## src/rtl/cv_ctrl_ports.sv

```systemverilog
`default_nettype none
// ============================================================================
//  Module : cv_ctrl_ports
//  ColecoVision controller-port engine: keypad/joystick words to active-low
//  port lines, key-hold stretcher, optional Super Action spinner quadrature
//  (enabled by defining CV_SPINNER_EN).
//  Rev 1.0 - initial release
// ============================================================================
module cv_ctrl_ports #(
    parameter int NUM_PORTS = 2,
    parameter int KEY_HOLD  = 16,
    parameter int SPIN_DIV  = 64,
    parameter int SPIN_W    = 10
) (
    input  logic                    clk_i,
    input  logic                    reset_n_i,
    input  logic                    ce_i,
    input  logic [20*NUM_PORTS-1:0] joy_i,
    input  logic [NUM_PORTS-1:0]    sel_key_n_i,
    input  logic [NUM_PORTS-1:0]    sel_joy_n_i,
    input  logic [8*NUM_PORTS-1:0]  spin_delta_i,
    input  logic [NUM_PORTS-1:0]    spin_stb_i,
    output logic [4*NUM_PORTS-1:0]  ctrl_dir_o,
    output logic [NUM_PORTS-1:0]    ctrl_p6_o,
    output logic [NUM_PORTS-1:0]    ctrl_p7_o,
    output logic [NUM_PORTS-1:0]    ctrl_p9_o
);
    localparam int                  C_HOLD_W    = $clog2(KEY_HOLD + 1);
    localparam logic [C_HOLD_W-1:0] C_HOLD_LOAD = C_HOLD_W'(KEY_HOLD);
    localparam logic [C_HOLD_W-1:0] C_HOLD_ONE  = C_HOLD_W'(1);
    localparam logic [3:0]          C_KEY_NONE  = 4'b1111;
    // Nibble k is the code for priority index k (0-9 digits, *, #, purple, blue)
    localparam logic [55:0] C_KEY_CODES = {4'b0010, 4'b0100, 4'b0101, 4'b1010,
                                           4'b1011, 4'b1000, 4'b1100, 4'b0111,
                                           4'b1001, 4'b0001, 4'b0110, 4'b1101,
                                           4'b1110, 4'b0011};

    generate
        for (genvar gp = 0; gp < NUM_PORTS; gp++) begin : g_port
            logic [19:0]         w_joy;
            logic [13:0]         w_keys;
            logic [3:0]          w_raw;
            logic [3:0]          w_ctl_key;
            logic [3:0]          w_ctl_joy;
            logic [3:0]          r_held;
            logic [C_HOLD_W-1:0] r_hold_cnt;
            logic [3:0]          r_dir;
            logic                r_p6;

            assign w_joy  = joy_i[20*gp +: 20];
            assign w_keys = {w_joy[19:18], w_joy[7:6], w_joy[17:8]};

            // Scan lowest priority first so the highest-priority key wins
            always_comb begin
                w_raw = C_KEY_NONE;
                for (int k = 13; k >= 0; k--) begin
                    if (w_keys[k]) w_raw = C_KEY_CODES[4*k +: 4];
                end
            end

            always_ff @(posedge clk_i or negedge reset_n_i) begin
                if (!reset_n_i) begin
                    r_held     <= C_KEY_NONE;
                    r_hold_cnt <= '0;
                end else if (ce_i) begin
                    if (w_raw != C_KEY_NONE && r_hold_cnt == '0) begin
                        r_held     <= w_raw;
                        r_hold_cnt <= C_HOLD_LOAD;
                    end else if (w_raw != C_KEY_NONE && w_raw == r_held) begin
                        r_hold_cnt <= C_HOLD_LOAD;
                    end else if (r_hold_cnt != '0) begin
                        r_hold_cnt <= r_hold_cnt - C_HOLD_ONE;
                        if (r_hold_cnt == C_HOLD_ONE && w_raw == C_KEY_NONE) r_held <= C_KEY_NONE;
                    end else if (w_raw == C_KEY_NONE) begin
                        r_held <= C_KEY_NONE;
                    end
                end
            end

            assign w_ctl_key = sel_key_n_i[gp] ? C_KEY_NONE : r_held;
            assign w_ctl_joy = sel_joy_n_i[gp] ? C_KEY_NONE : ~w_joy[3:0];

            always_ff @(posedge clk_i or negedge reset_n_i) begin
                if (!reset_n_i) begin
                    r_dir <= 4'b1111;
                    r_p6  <= 1'b1;
                end else begin
                    r_dir <= w_ctl_key & w_ctl_joy;
                    r_p6  <= (sel_key_n_i[gp] | ~w_joy[5]) & (sel_joy_n_i[gp] | ~w_joy[4]);
                end
            end

            assign ctrl_dir_o[4*gp +: 4] = r_dir;
            assign ctrl_p6_o[gp]         = r_p6;

`ifdef CV_SPINNER_EN
            localparam int                        C_PRE_W    = $clog2(SPIN_DIV);
            localparam logic [C_PRE_W-1:0]        C_PRE_LAST = C_PRE_W'(SPIN_DIV - 1);
            localparam logic [C_PRE_W-1:0]        C_PRE_ONE  = C_PRE_W'(1);
            localparam logic signed [SPIN_W+1:0]  C_ACC_MAX  = (SPIN_W+2)'((1 << (SPIN_W - 1)) - 1);
            localparam logic signed [SPIN_W+1:0]  C_ACC_MIN  = -C_ACC_MAX;
            localparam logic signed [SPIN_W+1:0]  C_SUM_ONE  = (SPIN_W+2)'(1);

            logic [C_PRE_W-1:0]       r_pre;
            logic signed [SPIN_W-1:0] r_acc;
            logic [1:0]               r_phase;
            logic                     r_p7;
            logic                     r_p9;
            logic signed [7:0]        w_delta;
            logic                     w_step;
            logic signed [SPIN_W+1:0] w_sum;
            logic signed [SPIN_W-1:0] w_acc_next;
            logic [1:0]               w_phase_next;

            assign w_delta = spin_delta_i[8*gp +: 8];
            assign w_step  = ce_i && (r_pre == C_PRE_LAST) && (r_acc != '0);

            // Delta and step combine before a single saturation
            always_comb begin
                w_sum        = (SPIN_W+2)'(r_acc);
                w_phase_next = r_phase;
                if (spin_stb_i[gp]) w_sum = w_sum + (SPIN_W+2)'(w_delta);
                if (w_step) begin
                    if (r_acc[SPIN_W-1]) begin
                        w_sum        = w_sum + C_SUM_ONE;
                        w_phase_next = {~r_phase[0], r_phase[1]};
                    end else begin
                        w_sum        = w_sum - C_SUM_ONE;
                        w_phase_next = {r_phase[0], ~r_phase[1]};
                    end
                end
                if (w_sum > C_ACC_MAX)      w_acc_next = C_ACC_MAX[SPIN_W-1:0];
                else if (w_sum < C_ACC_MIN) w_acc_next = C_ACC_MIN[SPIN_W-1:0];
                else                        w_acc_next = w_sum[SPIN_W-1:0];
            end

            always_ff @(posedge clk_i or negedge reset_n_i) begin
                if (!reset_n_i) begin
                    r_pre   <= '0;
                    r_acc   <= '0;
                    r_phase <= 2'b00;
                    r_p7    <= 1'b1;
                    r_p9    <= 1'b1;
                end else begin
                    if (ce_i) r_pre <= (r_pre == C_PRE_LAST) ? '0 : r_pre + C_PRE_ONE;
                    r_acc   <= w_acc_next;
                    r_phase <= w_phase_next;
                    r_p7    <= ~w_phase_next[0];
                    r_p9    <= ~w_phase_next[1];
                end
            end

            assign ctrl_p7_o[gp] = r_p7;
            assign ctrl_p9_o[gp] = r_p9;
`else
            logic w_spin_unused;

            assign w_spin_unused = ^{spin_delta_i[8*gp +: 8], spin_stb_i[gp]};
            assign ctrl_p7_o[gp] = 1'b1;
            assign ctrl_p9_o[gp] = 1'b1;
`endif
        end
    endgenerate

endmodule
`default_nettype wire

```

## config.mk

```make
export PLATFORM = sky130hd
export DESIGN_NAME = cv_ctrl_ports
export DESIGN_NICKNAME = d
export VERILOG_FILES = /design/src/rtl/cv_ctrl_ports.sv
export SDC_FILE = /design/constraint.sdc
export NUM_CORES = 1
export LEC_CHECK = 0
export BUFFER_PORTS_ARGS = -buffer_cell sky130_fd_sc_hd__buf_2
export CAP_MARGIN = 20
export CORE_MARGIN = 2
export CORE_UTILIZATION = 35
export CTS_CLUSTER_DIAMETER = 80
export CTS_CLUSTER_SIZE = 25
export DETAILED_ROUTE_END_ITERATION = 6
export PLACE_DENSITY_LB_ADDON = 0.2
export SLEW_MARGIN = 40
export SYNTH_ARGS = -nofsm -noshare
export SYNTH_HDL_FRONTEND = slang
export SYNTH_SLANG_ARGS = --single-unit
```

## constraint.sdc

```tcl
create_clock -name clk_i -period 2.9 [get_ports clk_i]
set_clock_uncertainty 0.2 [all_clocks]
set_input_delay 0.29 -clock clk_i [delete_from_list [all_inputs] [get_ports clk_i]]
set_output_delay 0.29 -clock clk_i [all_outputs]
set_load 0.05 [all_outputs]
```

; ---- After elaboration in Yosys (flattened, before gate mapping)
; Index checks and enable logic that the tools add are counted.
; W data, S select, Z words.
[classes]
n_addsub = 2
multipliers = 0
n_div = 0
order_cmp = 0
n_eq_ne = 12
shifts = 0
mux = 48
bitwise = 14
n_reduce_logical = 18
[ops]
columns = op, n
row1 = $mux W4, 42
row2 = $mux W5, 6
row3 = $reduce_bool A3 Y1, 4
row4 = $eq A5 B1 Y1 const B, 2
row5 = $logic_not A5 Y1, 2
row6 = $reduce_bool A5 Y1, 2
row7 = $sub A5 B1 Y5 const B, 2
row8 = $and A4 B4 Y4, 2
row9 = $eq A4 B4 Y1, 2
row10 = $eq A4 B4 Y1 const B, 2
row11 = $ne A4 B4 Y1 const B, 2
row12 = $not A4 Y4, 2
row13 = $reduce_and A4 Y1, 2
row14 = $logic_and A1 B1 Y1, 6
row15 = $ne A3 B2 Y1 const B, 2
row16 = $ne A2 B2 Y1 const B, 2
row17 = $not A1 Y1, 4
row18 = $or A1 B1 Y1, 4
row19 = $reduce_and A2 Y1, 2
row20 = $and A1 B1 Y1, 2
[word_totals]
reg_bits = 28
latch_bits = 0
ramBits = 0
mem_bits_ro = 0
out_inout_bits = 14
elab_cells = 102
memories = 0

; ---- Logic depth before layout (Yosys ltp)
; Gate-level depths: netlist of the first run.
[depth]
depth_word = 20
mapped_depth = 7
mapped_depth_nobuf = 7

; ---- Least setup slack after synthesis of the first run
; No wires, ideal clock.
[synth_timing]
path_kind = in2reg
start = input joy_i[13]
end = register g_port[0].r_hold_cnt[3]
arrival_time_ps = 1814
required_ps = 2579
path_slack_ps = 766
stages = 6
path_buffers = 0
cell_sequence = or4_1 o32a_2 nor2_1 o2111ai_2 a21bo_2 a22o_1
[synth_between]
elab_chain_len = 10
[synth_lines]
columns = element, line_no
row1 = from (decl), 18  ; input logic [20*NUM_PORTS-1:0] joy_i,
row2 = $mux W4 (*) (6 in series), 57  ; if (w_keys[k]) w_raw = C_KEY_CODES[4*k +: 4];
row3 = $ne A4 B4 Y1 or $eq A4 B4 Y1 (tied branches), "66, 69"
row4 = $logic_and A1 B1 Y1 (on tied branches), "66, 69"
row5 = $reduce_bool A3 Y1 (no source line) or $mux W5 (tied branches), -
row6 = $reduce_and A2 Y1 (no source line) or $mux W5 (tied branches), -
row7 = to (signal assigned), 72  ; r_hold_cnt <= r_hold_cnt - C_HOLD_ONE;
row8 = to (decl), 46  ; logic [C_HOLD_W-1:0] r_hold_cnt;
; Every way passes the cells marked *; elsewhere a longest branch is shown, timed or not.
; A chain may end at the register's enable or synchronous reset.

; ---- Worst setup path in the final report of the first run
[layout_timing]
start = input joy_i[28]
end = register g_port[1].r_hold_cnt[3]
[layout_between]
elab_chain_len = 5
[layout_lines]
columns = element, line_no
row1 = $mux W4 (*), 57
row2 = $ne A4 B4 Y1 or $eq A4 B4 Y1 (tied branches), "66, 69"
row3 = $logic_and A1 B1 Y1 (on tied branches), "66, 69"
row4 = $reduce_bool A3 Y1 (no source line) or $mux W5 (tied branches), -
row5 = $reduce_and A2 Y1 (no source line) or $mux W5 (tied branches), -
row6 = to (signal assigned), 72
row7 = to (decl), 46
; Marks and branches as above.

==> results of run 1 <==
==> cell usage in the layout (no fill, tap or decap), types with 5 or more instances in the layout <==
cell type and instances:
nand3_1 7, buf_2 56, o21ai_0 10, nand2b_1 5, inv_1 16, dfstp_2 18
nand2_1 8, nor2_1 27, a21oi_1 14, dlygate4sd3_1 13, nor3_1 6, dfrtp_1 10
==> worst reg2reg max path, delay by kind of cell, from the launching register on <==
family	cells	cell delay (ns)
AOI/OAI and AO/OA	1	0.41
adders and majority gates	1	0.20
buffers and inverters	1	0.08
DFF	1	0.42
and+or+nand+nor	3	0.73
==> flip-flops by register name, summed over array words and instances, names as in the netlist <==
register / count
g_port.r_hold_cnt: 10
g_port.r_held: 8
g_port.r_p6: 2
g_port.r_dir: 8
==> metrics by stage <==
| stage | std cells | power, W | hold WS (ns) | utilization, % | setup WS (ns) |
|---|---|---|---|---|---|
| finish | 355 | 0.00174 | 0.0538 | 45.5 | 0.704 |
| global route | 355 | 0.00188 | 0.0556 | 45.5 | 0.535 |
| CTS | 355 | 0.00176 | 0.0536 | 45.5 | 0.743 |
| detailed placement | 338 | 0.00146 | 0.158 | 41.8 | 0.454 |
| global placement | 338 | 0.00146 | 0.154 | 41.8 | 0.457 |
| floorplan | 218 | 0.00129 | -0.206 | - | 0.766 |
==> routing by layer <==
metal / part of all wire (%) / vias to the layer above
met5: 0 / -
met4: 0.60 / 0
met3: 4.0 / 2
met2: 47 / 40
met1: 49 / 845
li1: - / 941
==> report_power, final <==
part | internal [W] | total [W] | leakage [nW] | switching (W)
sequential | 0.000600 | 0.000714 | 0.311 | 0.000114
clock | 0.000150 | 0.000276 | 0.0339 | 0.000126
combinational | 0.000317 | 0.000755 | 0.709 | 0.000438
==> worst max-delay path by stage <==
stage / from / to / slack, ns / cells past startpoint
after floorplan: joy_i[13] / g_port[0].r_hold_cnt[3] / 0.77 / 6
after global placement: joy_i[28] / g_port[1].r_hold_cnt[3] / 0.46 / 8
after detailed placement: joy_i[28] / g_port[1].r_hold_cnt[3] / 0.45 / 8
after CTS: joy_i[28] / g_port[1].r_hold_cnt[3] / 0.74 / 8
after global routing: g_port[0].r_hold_cnt[0] / g_port[0].r_hold_cnt[2] / 0.54 / 7
final: joy_i[28] / g_port[1].r_hold_cnt[3] / 0.70 / 8
==> logic make-up after synthesis <==
group,after synthesis,synth area share [%]
simple gates,79,22.0
compound gates,75,30.1
flops,28,37.4
buf+inv,24,5.83
xor+xnor,4,1.81
fa+ha+maj,4,2.59
other cells,1,0.194
==> final cells by class <==
| type | count | area [um2] |
|---|---|---|
| clock buffer | 4 | 66.3 |
| fill | 547 | 2950 |
| inverter | 16 | 60.1 |
| multi-input combinational | 166 | 1110 |
| sequential | 28 | 723 |
| tap | 72 | 90.1 |
| timing repair buffer | 69 | 410 |
==> what timing repair did <==
| item | in CTS | in global routing |
|---|---|---|
| hold buffers | 13 | 0 |
| endpoints found under the setup margin | 0 | 0 |
| hold endpoints to repair | 20 | 0 |
==> run metrics, run 1 <==
GR peak layer met2; Final min period 2.20 ns; Die Y 78.3 um; die area 6130 um2; leakage power 1.05 nW; share of layout cells above drive strength 1 33.9%; CP endpoint kind flip-flop; routing usage on met1 20.8%; largest net degree at the start of global routing 29; critical path class input pin to flip-flop; Cell Area, Synth 1930 um2; vias 1828; Mapped Cells 215; RSZ-0062 raised after global routing false; Core Area 5410 um2; CP cell instances buf_2 -> or4_1 -> a31oi_1 -> nor3_1 -> a311oi_1 -> o211ai_2 -> a21boi_0 -> o22ai_1; critical path arrival 2.16 ns; Area Overhead vs Synth 27.2%; Mapped Avg Cell Area 8.99 um2; design area 2460 um2; cts repair resizes 0; worst slew pin tran 0.619 ns; met3 Use GR 1.72%; Seq cells post-synth 28; Placer Congestion 0.829; GRT met2 Usage 23.2%; CP Max Fanout 6; yosys warns 0; Pre-antenna DRT Iters 4; Yosys top cell area share 24.5%; Final period util 75.7%; worst path required time 2.86 ns; Yosys top cell by area dfstp_2; Post-synth EDFFs 0; drt first-iter violations 109; number of global-route vias before repair 1624; Clk Tree Root Cell clkbuf_8; initial core utilization 35.7%; Hold Path Depth 3; flop2flop setup slack 0.79 ns; asr flop ratio synth 100%; Critical-path top delay cell or4_1; Routed wire per std cell 12.1 um; Synth area leaders dfstp_2, dfrtp_1, nor2_1; Worst-path clk slew 0.10 ns; count leader, synth nor2_1; row count 27; Post-synth top cells nor2_1, dfstp_2, inv_1; total wire length 4300 um; initial antenna violation count 0; Sink Count 28; CP Buf/Inv Count 1; Yosys cell types 64; crit-path leading delay family compound AO/OA/AOI/OAI gates; status finished clean; Post-CTS Setup Bufs 0; Max-Cap Viols 0; CTS Buffer Depth 2; Hold Crit Class input pin to flip-flop; final hold vios 0; min-delay src sel_key_n_i[0]; startpoint types input pin; Total Routing Usage GR 14.4%; Final nets 353; top_reg_cell synth dfstp_2; WHS Endpoint g_port[0].r_dir[3]; CTS tree yes; Max VDD drop 0.260 mV; Die Wd 78.3 um; worst r2r path cells 6; Placed Area 2260 um2; Reg2Reg Capture Point g_port[0].r_held[3]; Worst slew margin 58.7%; Skew-Pair Late Insertion Delay 0.27 ns; post-synthesis sequential area ratio 37.4%; first-pass GRT wire length 7350 um; ANT cells 0; CTS H-tree lvls 1; Critical Path Max Stage Delay 0.53 ns; Congestion Overflow GR 0; RR Startpoint g_port[0].r_hold_cnt[0]; TritonCTS Buffers 3; Setup TNS 0 ns; power density cells 710 nW/um2; Residual DRC 0; Fmax 0.455 GHz; vias per cell 5.15; max-slew violations 0; Post-DRT Antenna Nets 0; PortBufs 56; DP HPWL 3240 um; I/O pins 79; # setup viols final 0
Power figures use the tool's default switching activity.
==> run 2, diff against run 1 <==
==> constraint.sdc (replaced) <==
create_clock -name clk_i -period 2.25 [get_ports clk_i]
set_clock_uncertainty 0.2 [all_clocks]
set_input_delay 0.225 -clock clk_i [delete_from_list [all_inputs] [get_ports clk_i]]
set_output_delay 0.225 -clock clk_i [all_outputs]
set_load 0.05 [all_outputs]
==> run metrics, run 2 (synthesis results as in run 1) <==
leading cell types in the layout, fill and taps excluded buf_2, nor2_1, buf_4, dfstp_2, dlygate4sd3_1; startpoint types input pin; Final period util 91.6%; Max-Cap Viols 0 (unchanged); first-pass GRT wire length 7540 um (+2.6%); Area Overhead vs Synth 38.1%; CP cell instances buf_2 -> nor2_1 -> a2111oi_1 -> o21ai_2 -> o311a_1 -> o211ai_2 -> nand3b_1 -> o22ai_1; Routed met2 length 2190 um (+8.6%); Pre-antenna DRT Iters 4 (unchanged); critical path arrival 2.06 ns (-0.10 ns); CTS tree yes; commonest non-fill, non-tap cell in the layout buf_2; ANT cells 0 (unchanged); Skew-Pair Late Insertion Delay 0.27 ns (about the same); vias per cell 5.05 (-1.9%); TritonCTS Buffers 3 (unchanged); PortBufs 56 (unchanged); Placed Area 2410 um2 (+6.6%); Routed wire per std cell 11.9 um (-1.5%); drt first-iter violations 102 (-6.4%); DRT met1 WL 2140 um (+2.7%); Congestion Overflow GR 0 (unchanged); RSZ-0062 raised after global routing false; Final nets 378 (+7.1%); total wire length 4540 um (+5.5%); Sink Count 28 (unchanged); status finished clean; design area 2670 um2 (+8.6%); number of global-route vias before repair 1773 (+9.2%); CTS Buffer Depth 2 (unchanged); biggest regs g_port.r_hold_cnt (10), g_port.r_dir (8), g_port.r_held (8); DP HPWL 3420 um (+5.5%); final hold vios 0 (unchanged); CP endpoint kind flip-flop; initial antenna violation count 0 (unchanged); Biggest register g_port.r_hold_cnt; max-slew violations 0 (unchanged); Total Routing Usage GR 14.8% (+0.44 points); CTS H-tree lvls 1 (unchanged); Clk Tree Root Cell clkbuf_8; Critical-path top delay cell a2111oi_1; Worst-path clk slew 0.10 ns (about the same); Die Wd 78.3 um (unchanged); final worst slack 0.189 ns (-0.515 ns); CP Max Fanout 4 (-2); row count 27 (unchanged); # setup viols final 0 (unchanged); worst path required time 2.25 ns (-0.61 ns); Max VDD drop 0.322 mV (+24%); largest net degree at the start of global routing 29 (unchanged); Die Y 78.3 um (unchanged); Place WS -0.132 ns (-0.586 ns); critical path class input pin to flip-flop; max reg flops 10 (unchanged); worst slew pin tran 0.640 ns (+0.0202 ns); Post-DRT Antenna Nets 0 (unchanged); Worst slew margin 57.4% (-1.3 points); initial core utilization 35.7% (unchanged); I/O pins 79 (unchanged); Core Area 5410 um2 (unchanged); power density cells 872 nW/um2 (+23%); Placed Instances 358 (+5.9%); Final min period 2.06 ns; share of layout cells above drive strength 1 38.3% (+4.4 points); # fillers 529 (-3.3%); vias 1920 (+5.0%); Hold Crit Class input pin to flip-flop; leakage power 1.17 nW (+11%); Fin Hold WS 0.00460 ns (-0.0492 ns); Residual DRC 0 (unchanged); die area 6130 um2 (unchanged); routed length on met3 177 um (+4.1%); Fmax 0.485 GHz; Power Total 0.00233 W (+33%); Placer Congestion 0.824 (-0.66%); Highest Signal Layer met4; final cell count without fillers 380 (+7.0%); Critical Path Max Stage Delay 0.50 ns (-0.03 ns)
==> run 2: repair_timing <==
action | CTS | global route
resized for setup | 0 | 2
setup endpoints to repair | 0 | 3
hold buffers | 18 | 0
endpoints found under the hold margin | 20 | 0
setup buffers | 0 | 0
==> run 2: final cells by class <==
type | instances | area, um2 | area share [%]
multi-input combinational | 166 | 1120 | 41.9
clock buffer | 4 | 66.3 | 2.48
sequential | 28 | 723 | 27.1
tap | 72 | 90.1 | 3.38
timing repair buffer | 94 | 611 | 22.9
inverter | 16 | 60.1 | 2.25
==> run 2: final timing paths <==
kind	slack (ns)	start	end	cells past startpoint
max	0.19	joy_i[38]	g_port[1].r_hold_cnt[3]	8
min	0.005	sel_key_n_i[1]	g_port[1].r_dir[2]	3
max reg2reg	0.26	g_port[1].r_held[1]	g_port[1].r_hold_cnt[3]	6
min reg2reg	0.30	g_port[0].r_hold_cnt[1]	g_port[0].r_hold_cnt[1]	2
max in group asynchronous	1.14	reset_n_i	g_port[0].r_hold_cnt[4]	2
min in group asynchronous	0.30	reset_n_i	g_port[1].r_hold_cnt[0]	2
==> run 2: stage by stage <==
stage          utilization, %  setup TNS (ns)
2_1_floorplan               -               0
3_3_place_gp             44.6          -0.442
3_5_place_dp             44.6          -0.565
4_1_cts                  49.2               0
5_1_grt                  49.4               0
6_report                 49.4               0
==> run 2: critical path: cells and delay by family <==
kind / cells / cell delay [ns]
AOI/OAI and AO/OA: 5 / 1.51
and+or+nand+nor: 2 / 0.23
buffers and inverters: 1 / 0.10
==> run 2: per-layer routing <==
| metal | GRT usage (%) | vias up |
|---|---|---|
| li1 | - | 993 |
| met1 | 19.9 | 881 |
| met2 | 24.7 | 44 |
| met3 | 2.18 | 2 |
| met4 | 4.56 | 0 |
| met5 | 0 | - |
==> run 2: report_power, final <==
part	leakage (nW)	internal (W)	switching, W
Clock	0.0339	0.000194	0.000156
Sequential	0.311	0.000773	0.000145
Combinational	0.826	0.000473	0.000585
Total	1.17	0.00144	0.000886
